==> config.mk <==
export PLATFORM = sky130hd
export DESIGN_NAME = instruction_fetch
export DESIGN_NICKNAME = d
export VERILOG_FILES = /design/src/rtl/instruction_fetch_pkg.sv /design/src/rtl/instruction_fetch_program_counter.sv /design/src/rtl/instruction_fetch.sv
export SDC_FILE = /design/constraint.sdc
export NUM_CORES = 1
export LEC_CHECK = 0
export CAP_MARGIN = 20
export CORE_MARGIN = 3
export CORE_UTILIZATION = 26
export DETAILED_ROUTE_END_ITERATION = 7
export PLACE_DENSITY = 0.57
export SLEW_MARGIN = 40
export SYNTH_ARGS = -nofsm -noshare
export SYNTH_HDL_FRONTEND = slang
export SYNTH_HIERARCHICAL = 1
export SYNTH_SLANG_ARGS = --single-unit
==> constraint.sdc <==
create_clock -name Clock -period 2.5 [get_ports Clock]
set_input_delay 0.5 -clock Clock [delete_from_list [all_inputs] [get_ports Clock]]
set_output_delay 0.5 -clock Clock [all_outputs]
set_load 0.01 [all_outputs]
==> src/rtl/instruction_fetch_pkg.sv <==
// Shared definitions for the 16-bit processor front end: opcodes and field layout.
// Pure constants; no logic, no latency.
// No flow control; consumers import what they need.
package instruction_fetch_pkg;

  // Field layout of an instruction word: opcode in the top bits, operand below.
  localparam int ADDR_W_DEF  = 10;
  localparam int INSTR_W_DEF = 16;
  localparam int OPC_W       = INSTR_W_DEF - ADDR_W_DEF;

  // Opcodes used by the fetch stage and by downstream decode.
  localparam logic [OPC_W-1:0] OP_NOP = 6'h00;
  localparam logic [OPC_W-1:0] OP_LDB = 6'h02;
  localparam logic [OPC_W-1:0] OP_JMP = 6'h20;

  // Operand field of an instruction word (jump target / immediate address).
  function automatic logic [ADDR_W_DEF-1:0] operand_of(input logic [INSTR_W_DEF-1:0] w);
    return w[ADDR_W_DEF-1:0];
  endfunction

  // Opcode field of an instruction word.
  function automatic logic [OPC_W-1:0] opcode_of(input logic [INSTR_W_DEF-1:0] w);
    return w[INSTR_W_DEF-1:ADDR_W_DEF];
  endfunction

endpackage

==> src/rtl/instruction_fetch_program_counter.sv <==
// Program counter with next-PC priority mux and in-stage JMP resolution.
// PC updates one edge after its inputs are sampled; ROM address is the register itself.
// Stall holds the PC; a branch redirect overrides stall.
module program_counter
  import instruction_fetch_pkg::*;
#(
  parameter int ADDR_W  = ADDR_W_DEF,
  parameter int INSTR_W = INSTR_W_DEF
) (
  input  logic               Clock,
  input  logic               Reset,
  input  logic               iStall,
  input  logic               iBranchTaken,
  input  logic [ADDR_W-1:0]  iBranchTarget,
  input  logic [INSTR_W-1:0] iRomInstruction,
  output logic [ADDR_W-1:0]  oPc
);

  logic [ADDR_W-1:0] pc_q;
  logic [ADDR_W-1:0] pc_d;
  logic              is_jmp;

  // JMP is decoded straight off the asynchronous ROM so a jump costs no bubble.
  assign is_jmp = (iRomInstruction[INSTR_W-1:ADDR_W] == OP_JMP);

  // Next-PC priority: branch redirect, then stall, then JMP, then sequential (wraps).
  always_comb begin
    pc_d = pc_q + ADDR_W'(1);
    if (iBranchTaken) begin
      pc_d = iBranchTarget;
    end else if (iStall) begin
      pc_d = pc_q;
    end else if (is_jmp) begin
      pc_d = iRomInstruction[ADDR_W-1:0];
    end
  end

  // PC register; reset wins over every other input.
  always_ff @(posedge Clock) begin
    if (Reset) begin
      pc_q <= '0;
    end else begin
      pc_q <= pc_d;
    end
  end

  assign oPc = pc_q;

endmodule

==> src/rtl/instruction_fetch.sv <==
// Instruction fetch stage: drives ROM address from the PC and captures words into IF/ID.
// ROM[PC] appears in IF/ID one edge later; a redirect leaves exactly one flushed slot.
// iStall freezes PC, IF/ID and the fetch counter; iBranchTaken flushes IF/ID even under stall.
module instruction_fetch
  import instruction_fetch_pkg::*;
#(
  parameter int ADDR_W  = ADDR_W_DEF,
  parameter int INSTR_W = INSTR_W_DEF,
  parameter int CNT_W   = 16
) (
  input  logic               Clock,
  input  logic               Reset,
  input  logic               iStall,
  input  logic               iBranchTaken,
  input  logic [ADDR_W-1:0]  iBranchTarget,
  output logic [ADDR_W-1:0]  oRomAddress,
  input  logic [INSTR_W-1:0] iRomInstruction,
  output logic [INSTR_W-1:0] oInstruction,
  output logic [ADDR_W-1:0]  oPCPlus1,
  output logic               oValid,
  output logic [CNT_W-1:0]   oFetchCount
);

  localparam int OPW = INSTR_W - ADDR_W;

  // Bubble word inserted on reset and on redirect flush.
  localparam logic [INSTR_W-1:0] NOP_WORD = {OPW'(OP_NOP), {ADDR_W{1'b0}}};

  logic [ADDR_W-1:0]  pc;
  logic [INSTR_W-1:0] instr_q;
  logic [ADDR_W-1:0]  pcp1_q;
  logic               valid_q;
  logic [CNT_W-1:0]   cnt_q;

  program_counter #(
    .ADDR_W  (ADDR_W),
    .INSTR_W (INSTR_W)
  ) u_pc (
    .Clock           (Clock),
    .Reset           (Reset),
    .iStall          (iStall),
    .iBranchTaken    (iBranchTaken),
    .iBranchTarget   (iBranchTarget),
    .iRomInstruction (iRomInstruction),
    .oPc             (pc)
  );

  // IF/ID register and fetch counter: reset, flush on redirect, hold on stall, else capture.
  always_ff @(posedge Clock) begin
    if (Reset) begin
      instr_q <= NOP_WORD;
      pcp1_q  <= '0;
      valid_q <= 1'b0;
      cnt_q   <= '0;
    end else if (iBranchTaken) begin
      instr_q <= NOP_WORD;
      pcp1_q  <= '0;
      valid_q <= 1'b0;
    end else if (!iStall) begin
      instr_q <= iRomInstruction;
      pcp1_q  <= pc + ADDR_W'(1);
      valid_q <= 1'b1;
      if (cnt_q != {CNT_W{1'b1}}) begin
        cnt_q <= cnt_q + CNT_W'(1);
      end
    end
  end

  assign oRomAddress  = pc;
  assign oInstruction = instr_q;
  assign oPCPlus1     = pcp1_q;
  assign oValid       = valid_q;
  assign oFetchCount  = cnt_q;

endmodule

==> impl_metrics.env, run 1 <==
export IMPL_wl_per_cell_um=15.2
export IMPL_overflow=0
export IMPL_htree_levels=2
export IMPL_synth_warnings=6
export IMPL_relSlewSlack_pct=68.9
export IMPL_dpl_hpwl_um=5830
export IMPL_multi_input_area_um2=1510
export IMPL_rsz0062_at_grt="false"
export IMPL_slew_viol_final=0
export IMPL_synth_cells=309
export IMPL_syn_area_um2=2680
export IMPL_p_sw_mw=0.493
export IMPL_timing_rr_end="oFetchCount[15]$_SDFFE_PP0P_"
export IMPL_nFillCells=1047
export IMPL_required_ps=2710
export IMPL_cts_buffers=5
export IMPL_grt_pass1_vias=2367
export IMPL_synth_top_area_share_pct=39.6
export IMPL_critPathKind="in2reg"
export IMPL_core_area_um2=9910
export IMPL_via_per_inst=4.94
export IMPL_grt_util_met1_pct=19.8
export IMPL_cp_max_fo=8
export IMPL_setup_viol=0
export IMPL_synth_seq_area_share_pct=39.6
export IMPL_io_pins=83
export IMPL_met2_usage_pct=20.2
export IMPL_whs_endpoint="oValid$_SDFFE_PP0N_"
export IMPL_comb_power_share_pct=16.2
export IMPL_dr_pass1_iters=4
export IMPL_antenna_left=0
export IMPL_ys_seq_elements=53
export IMPL_min_from="oValid$_SDFFE_PP0N_"
export IMPL_synth_edf_count=0
export IMPL_clockBufferDepth=2
export IMPL_antenna_cells=0
export IMPL_period_share_pct=83.8
export IMPL_synth_main_ff_cell="dfxtp_1"
export IMPL_die_width_um=108
export IMPL_place_congestion=0.821
export IMPL_skew_ps=8.55
export IMPL_syn_avg_cell_area_um2=8.67
export IMPL_drv_cap=0
export IMPL_rr_worst_depth=4
export IMPL_async_reset_ff_share_pct=0
export IMPL_seqPwrFrac_pct=52.8
export IMPL_swShare_pct=28.4
export IMPL_fin_nets=426
export IMPL_remaining_drc_errors=0
export IMPL_clkTransAtPathRegs_ps=110
export IMPL_p_leak_nw=1.35
export IMPL_vias=2601
export IMPL_cts_resized=0
export IMPL_grt_pass1_wl_um=12600
export IMPL_clock_sinks=53
export IMPL_endpoint_kind="flop"
export IMPL_cts_tree="yes"
export IMPL_layout_commonest_cell="clkdlybuf4s50_1"
export IMPL_post_cts_buffers=0
export IMPL_port_buffers=82
export IMPL_start_util_pct=27.0
export IMPL_p_per_area_nw_per_um2=459
export IMPL_grtUsageTotal_pct=13.6
export IMPL_tightest_slew_ps=466
export IMPL_internal_power_mw=1.24
export IMPL_worst_slack_ps=404
export IMPL_yosys_area_top_type="dfxtp_1"
export IMPL_ys_types=55
export IMPL_drt_iter0_drc=141
export IMPL_drt_total_wl_um=7990
export IMPL_final_cell_mix="clkdlybuf4s50_1, dfxtp_1, nor2_1"
export IMPL_startpoint_type="input pin"
export IMPL_hold_viol_final=0
export IMPL_seqCellArea_um2=1060
export IMPL_status="finished clean"
export IMPL_final_util_pct=38.1
export IMPL_ir_worst_vdd_v=0.000265
export IMPL_r2r_slack_ps=590
export IMPL_synth_area_leaders="dfxtp_1, mux2i_1, nor2_1"
export IMPL_clk_latency_ps=320
export IMPL_hold_class="reg2reg"
export IMPL_area_growth_pct=40.8
export IMPL_grt_use_met3_pct=2.88
export IMPL_dieHeight_um=108
export IMPL_hold_depth=2
export IMPL_clock_root_buffer="clkbuf_8"
export IMPL_post_route_min_period_ps=2100
export IMPL_num_rows=36
export IMPL_r2r_start="oFetchCount[8]$_SDFFE_PP0P_"
export IMPL_grt_antenna_before_repair=0
export IMPL_p_clk_share_pct=31.0
export IMPL_fmax_mhz=477
export IMPL_critPathArrivalTime_ps=2310
export IMPL_drive_above_1_share_pct=8.12
export IMPL_grt_max_degree=36
export IMPL_cts_hold_buf=0
export IMPL_pre_cts_ws_ps=77.2
export IMPL_grt_busiest_layer="met2"
export IMPL_die_area_um2=11600
export IMPL_syn_nets=342
export IMPL_tns_ps=0
worst max-delay path by stage:
stage                                            from                           end  slack, ps  cells after the start
after floorplan           oFetchCount[0]$_SDFFE_PP0P_  oFetchCount[10]$_SDFFE_PP0P_        630                      6
after global placement                   iBranchTaken  oFetchCount[13]$_SDFFE_PP0P_        190                      5
after detailed placement                 iBranchTaken  oFetchCount[15]$_SDFFE_PP0P_         80                      5
after CTS                                iBranchTaken  oFetchCount[15]$_SDFFE_PP0P_        410                      5
after global routing                     iBranchTaken  oFetchCount[15]$_SDFFE_PP0P_        230                      5
final                                    iBranchTaken  oFetchCount[15]$_SDFFE_PP0P_        400                      5
power by group through the flow:
stage | registers, mW | logic [mW] | clock network (mW)
6_report | 0.914 | 0.281 | 0.537
5_1_grt | 0.920 | 0.308 | 0.589
4_1_cts | 0.914 | 0.282 | 0.562
3_5_place_dp | 0.933 | 0.281 | 0
3_3_place_gp | 0.933 | 0.279 | 0
2_1_floorplan | 0.937 | 0.123 | 0
synth_stat cells, types with 4 or more instances:
cell type and number:
nor2_1 40, o22ai_1 6, nand3_1 10, a21oi_1 18, mux2i_1 21, mux2_1 4
nor2b_1 9, a31oi_1 7, inv_1 9, xnor2_1 7, dfxtp_1 53, and3_1 4
o21a_1 4, nand2_1 12, o21ai_0 8, o21bai_1 6, clkbuf_1 11, nand4_1 5
nor4_1 5, nor3_1 15
area by class of cell:
cell class,instances,share of cell area (%)
inverters,10,0.994
well taps,133,4.41
clock inverters,3,0.762
clock buffers,5,1.82
multi-input cells,230,40.1
flip-flops and latches,53,28.1
repair buffers,93,23.8
registers in the layout (all words and copies together), names as in the netlist:
name and flops:
oFetchCount 16, oInstruction 16, oPCPlus1 10, oValid 1, u_pc/oPc 10
kinds of logic after synthesis:
group                      after synthesis  synth area share, %
muxes                                   25                 9.52
and+or+nand+nor                        124                 24.8
AOI/OAI and AO/OA                       69                 17.8
buffers and inverters                   26                 3.92
DFF                                     53                 39.6
xor gates and xnor gates                 9                 2.94
adders and majority gates                3                 1.40
per-stage QoR:
| stage | hold slack, ps | cells | cell area (um2) | total power [mW] |
|---|---|---|---|---|
| after floorplan | 474 | 309 | 2680 | 1.06 |
| after global placement | 445 | 519 | 3680 | 1.21 |
| after detailed placement | 446 | 519 | 3680 | 1.21 |
| after CTS | 464 | 527 | 3770 | 1.76 |
| after global routing | 487 | 527 | 3770 | 1.82 |
| final | 458 | 527 | 3770 | 1.73 |
critical path: stages:
cell and delay (ps):
clkdlybuf4s50_1 460, nand4bb_1 230, or2_0 360, nor4_1 390, mux2_1 370
layer usage:
layer,vias to the layer above,share of wire (%)
met3,6,5.3
met5,-,0
li1,1303,-
met1,1224,49
met4,0,1.1
met2,68,44
(Power assumes the default switching activity.)
==> inputs of run 2 (changes only) <==
Clock period 2.5 ns to 2.1 ns, I/O delays scaled along.
==> run 2 against run 1 <==
Net effect:
- flip-flop and latch count is the same
- sequential share of layout area is 0.81 points lower
- worst setup slack lost 310 ps
- final area grew 3.0%
- via count increased by 3.8%
- register-to-register slack lost 380 ps
- power up 25%
- clock skew increased by 9.7 ps
- sequential power is 19% higher
- utilization is 1.1 points higher
- largest cell class unchanged
- largest power group unchanged
==> impl_metrics.env, run 2 (synthesis gave the netlist of run 1 again) <==
export IMPL_grt_antenna_before_repair=0
export IMPL_skew_ps=18.3
export IMPL_die_width_um=108
export IMPL_dpl_hpwl_um=6150
export IMPL_ir_worst_vdd_v=0.000270
export IMPL_endpoint_kind="flop"
export IMPL_critPathKind="in2reg"
export IMPL_clock_sinks=53
export IMPL_drt_iter0_drc=196
export IMPL_whs_endpoint="oValid$_SDFFE_PP0N_"
export IMPL_final_util_pct=39.2
export IMPL_drt_total_wl_um=8220
export IMPL_wl_met2_um=3770
export IMPL_p_leak_nw=1.42
export IMPL_rr_worst_depth=5
export IMPL_startpoint_type="input pin"
export IMPL_setup_viol=0
export IMPL_hold_depth=2
export IMPL_clockBufferDepth=2
export IMPL_cts_hold_buf=0
export IMPL_cp_max_fo=7
export IMPL_fmax_mhz=499
export IMPL_post_route_min_period_ps=2000
export IMPL_die_area_um2=11600
export IMPL_grt_max_degree=29
export IMPL_antenna_left=0
export IMPL_p_per_area_nw_per_um2=556
export IMPL_finalPower_mw=2.16
export IMPL_remaining_drc_errors=0
export IMPL_hold_viol_final=0
export IMPL_whs_ps=478
export IMPL_tightest_slew_ps=463
export IMPL_topRoutingLayerUsed="met4"
export IMPL_io_pins=83
export IMPL_num_rows=36
export IMPL_post_cts_buffers=0
export IMPL_layout_commonest_cell="clkdlybuf4s50_1"
export IMPL_final_cell_mix="clkdlybuf4s50_1, dfxtp_1, nor2_1"
export IMPL_drv_cap=0
export IMPL_hold_class="reg2reg"
export IMPL_dr_pass1_iters=5
export IMPL_min_from="oValid$_SDFFE_PP0N_"
export IMPL_rsz0062_at_grt="false"
export IMPL_core_area_um2=9910
export IMPL_nFillCells=1040
export IMPL_dieHeight_um=108
export IMPL_cts_buffers=5
export IMPL_worst_slack_ps=97.2
export IMPL_fin_nets=439
export IMPL_required_ps=2310
export IMPL_overflow=0
export IMPL_drive_above_1_share_pct=11.1
export IMPL_start_util_pct=27.0
export IMPL_period_share_pct=95.4
export IMPL_wl_met3_um=542
export IMPL_status="finished clean"
export IMPL_instances_no_fill=540
export IMPL_relSlewSlack_pct=69.1
export IMPL_port_buffers=82
export IMPL_r2r_start="oFetchCount[1]$_SDFFE_PP0P_"
export IMPL_timing_rr_end="oFetchCount[10]$_SDFFE_PP0P_"
export IMPL_dp_cells=532
export IMPL_antenna_cells=0
export IMPL_grt_pass1_vias=2601
export IMPL_r2r_slack_ps=210
export IMPL_grtUsageTotal_pct=14.2
export IMPL_htree_levels=2
export IMPL_area_growth_pct=45.1
export IMPL_slew_viol_final=0
export IMPL_clk_latency_ps=310
export IMPL_place_congestion=0.796
export IMPL_pre_cts_ws_ps=-208
export IMPL_clkTransAtPathRegs_ps=110
export IMPL_cts_tree="yes"
export IMPL_vias=2701
export IMPL_via_per_inst=5.00
export IMPL_clock_root_buffer="clkbuf_8"
export IMPL_wl_met1_um=3850
export IMPL_critPathArrivalTime_ps=2210
export IMPL_wl_per_cell_um=15.2
export IMPL_cts_resized=0
export IMPL_grt_pass1_wl_um=13400
-- run 2: cell types whose count changed in the layout (fill, tap and decap cells not counted), sizes merged --
cell / before / now
buf: 12 / 25
clkinv: 1 / 2
bufinv: 0 / 1
inv: 12 / 10
-- run 2: worst max-delay path by stage --
stage,cells after the start,to,start
2_1_floorplan,6,oFetchCount[10]$_SDFFE_PP0P_,oFetchCount[0]$_SDFFE_PP0P_
3_3_place_gp,5,oFetchCount[13]$_SDFFE_PP0P_,iBranchTaken
3_5_place_dp,5,oFetchCount[15]$_SDFFE_PP0P_,iBranchTaken
4_1_cts,1,oRomAddress[2],u_pc/oPc[2]$_SDFFE_PP0P_
5_1_grt,1,oRomAddress[2],u_pc/oPc[2]$_SDFFE_PP0P_
6_report,5,oFetchCount[15]$_SDFFE_PP0P_,iBranchTaken
-- run 2: layout make-up --
cell class,count,area (um2),share of cell area [%]
Tap cell,133,166,4.28
Inverter,10,37.5,0.966
Sequential cell,53,1060,27.3
Clock inverter,3,43.8,1.13
Timing Repair Buffer,106,996,25.6
Clock buffer,5,68.8,1.77
Multi-Input combinational cell,230,1510,38.9
-- run 2: per-stage QoR --
stage | setup TNS [ps] | instance area, um2
finish | 0 | 3890
global route | 0 | 3890
CTS | 0 | 3890
detailed placement | -744 | 3770
global placement | -434 | 3770
floorplan | 0 | 2680
-- run 2: per-layer routing --
layer  vias up  track usage, %
met2       100            22.8
met5         -               0
met4         0            3.61
met3         4            2.82
met1      1270            19.4
li1       1327               -
-- run 2: worst max-delay path: stages --
cell	delay, ps
clkdlybuf4s50_1	470
nand4bb_1	230
or2_0	340
nor4_1	390
mux2_1	360
-- run 2: where the power goes --
| group | leakage [nW] | internal (mW) | switching (mW) |
|---|---|---|---|
| clock | 0.0585 | 0.358 | 0.368 |
| combinational | 0.926 | 0.193 | 0.156 |
| sequential | 0.432 | 1.04 | 0.0472 |
| total | 1.42 | 1.59 | 0.571 |
==> inputs of run 3 (changes only) <==
Settings changed: CELL_PAD_IN_SITES_DETAIL_PLACEMENT set to 2, CELL_PAD_IN_SITES_GLOBAL_PLACEMENT set to 2, PLACE_DENSITY 0.57 to 0.85.
==> run 3 against run 2 <==
Net effect:
- clock power rose by 4.0%
- critical path depth unchanged
- die area did not move
- maximum frequency is essentially flat
- first-iteration DRC count down 65%
- worst setup slack got worse by 0.68 ps
- via count increased by 2.3%
- flip-flop and latch count is the same
==> impl_metrics.env, run 3 (synthesis gave the netlist of run 1 again) <==
export IMPL_post_cts_buffers=0
export IMPL_die_area_um2=11600
export IMPL_tns_ps=0
export IMPL_cts_tree="yes"
export IMPL_dpl_hpwl_um=7450
export IMPL_period_share_pct=95.4
export IMPL_p_leak_nw=1.41
export IMPL_cts_buffers=5
export IMPL_die_width_um=108
export IMPL_clock_root_buffer="clkbuf_8"
export IMPL_finalPower_mw=2.21
export IMPL_drt_iter0_drc=68
export IMPL_clock_sinks=53
export IMPL_final_util_pct=39.6
export IMPL_dr_pass1_iters=6
export IMPL_rsz0062_at_grt="false"
export IMPL_start_util_pct=27.0
export IMPL_status="finished clean"
export IMPL_io_pins=83
export IMPL_required_ps=2320
export IMPL_grt_max_degree=49
export IMPL_slew_viol_final=0
export IMPL_p_sw_mw=0.607
export IMPL_clkTransAtPathRegs_ps=110
export IMPL_place_congestion=0.771
export IMPL_antenna_cells=0
export IMPL_drt_total_wl_um=10000
export IMPL_ir_worst_vdd_v=0.000283
export IMPL_cp_max_fo=7
export IMPL_skew_ps=11.7
export IMPL_num_rows=36
export IMPL_nFillCells=1114
export IMPL_critPathKind="in2reg"
export IMPL_crit_family="simple AND/OR/NAND/NOR gates"
export IMPL_vias=2764
export IMPL_fmax_mhz=499
export IMPL_seqCellArea_um2=1060
export IMPL_remaining_drc_errors=0
export IMPL_antenna_left=0
export IMPL_dieHeight_um=108
export IMPL_wl_per_cell_um=18.6
export IMPL_htree_levels=2
export IMPL_p_clk_share_pct=34.2
export IMPL_dp_cells=530
export IMPL_core_area_um2=9910
export IMPL_slowest_delay_ps=480
export IMPL_tightest_slew_ps=484
export IMPL_crit_buf_inv=1
export IMPL_drv_cap=0
export IMPL_cts_hold_buf=0
export IMPL_cts_resized=0
export IMPL_drive_above_1_share_pct=11.4
export IMPL_crit_chain="clkdlybuf4s50_1 > nand4bb_1 > or2_0 > nor4b_1 > mux2_1"
export IMPL_multi_input_area_um2=1530
export IMPL_port_buffers=82
export IMPL_stdcell_area_um2=3920
export IMPL_endpoint_kind="flop"
export IMPL_overflow=0
export IMPL_layout_commonest_cell="clkdlybuf4s50_1"
export IMPL_swShare_pct=27.5
export IMPL_post_route_min_period_ps=2000
export IMPL_clockBufferDepth=2
export IMPL_final_cell_mix="clkdlybuf4s50_1, dfxtp_1, nor2_1"
export IMPL_startpoint_type="input pin"
export IMPL_clk_latency_ps=320
export IMPL_hold_viol_final=0
export IMPL_relSlewSlack_pct=67.7
export IMPL_instances_no_fill=538
export IMPL_grt_pass1_vias=3102
export IMPL_comb_power_share_pct=16.7
export IMPL_internal_power_mw=1.60
export IMPL_hold_class="reg2reg"
export IMPL_p_per_area_nw_per_um2=563
export IMPL_critPathArrivalTime_ps=2220
export IMPL_grt_pass1_wl_um=16300
export IMPL_placed_area_um2=3780
export IMPL_grtUsageTotal_pct=17.6
export IMPL_grt_antenna_before_repair=0
export IMPL_seqPwrFrac_pct=49.0
export IMPL_via_per_inst=5.14
export IMPL_setup_viol=0
export IMPL_crit_slowest_cell="clkdlybuf4s50_1"
export IMPL_area_growth_pct=46.3
export IMPL_fin_nets=437
-- run 3: cell count changes in the layout (fill, tap and decap cells not counted) --
cell / before / now
nor4_2: 0 / 2
inv_6: 1 / 2
nor4b_1: 2 / 1
nor4b_2: 0 / 1
nor4_1: 5 / 3
buf_4: 24 / 20
buf_12: 0 / 2
clkinv_2: 1 / 0
-- run 3: power by group through the flow --
| stage | Clock (mW) | Sequential [mW] | Combinational (mW) |
|---|---|---|---|
| 2_1_floorplan | 0 | 1.12 | 0.147 |
| 3_3_place_gp | 0 | 1.10 | 0.355 |
| 3_5_place_dp | 0 | 1.11 | 0.371 |
| 4_1_cts | 0.786 | 1.08 | 0.374 |
| 5_1_grt | 0.824 | 1.09 | 0.401 |
| 6_report | 0.755 | 1.08 | 0.370 |
-- run 3: worst paths after layout --
path	cells after the start	to	start	slack, ps
worst max-delay path	5	oFetchCount[9]$_SDFFE_PP0P_	iBranchTaken	100
worst min-delay path	2	oValid$_SDFFE_PP0N_	oValid$_SDFFE_PP0N_	490
worst max register to register	5	oFetchCount[10]$_SDFFE_PP0P_	oFetchCount[0]$_SDFFE_PP0P_	150
worst min register to register	2	oValid$_SDFFE_PP0N_	oValid$_SDFFE_PP0N_	490
-- run 3: layer usage --
layer	global-route usage (%)	vias up	wire, um
met3	4.02	10	409
met2	33.1	58	5370
met4	4.60	0	172
li1	-	1320	-
met5	0	-	0
met1	19.7	1376	4070
-- run 3: area by class of cell --
type,instances,share of cell area [%]
multi-input combinational,230,39.1
sequential,53,27.1
timing repair buffer,104,25.7
tap,133,4.25
clock buffer,5,1.76
clock inverter,3,1.21
inverter,10,0.958
-- run 3: tightest hold or removal path: cells and delay by family, from the launching register on --
kind | cells | cell delay [ps]
buffers and inverters | 1 | 60
DFF | 1 | 330
AOI/OAI and AO/OA | 1 | 70
-- run 3: through the flow --
stage	hold WS [ps]	setup WS [ps]
after floorplan	474	228
after global placement	438	-103
after detailed placement	455	-245
after CTS	494	82.5
after global routing	516	27.1
final	491	96.5
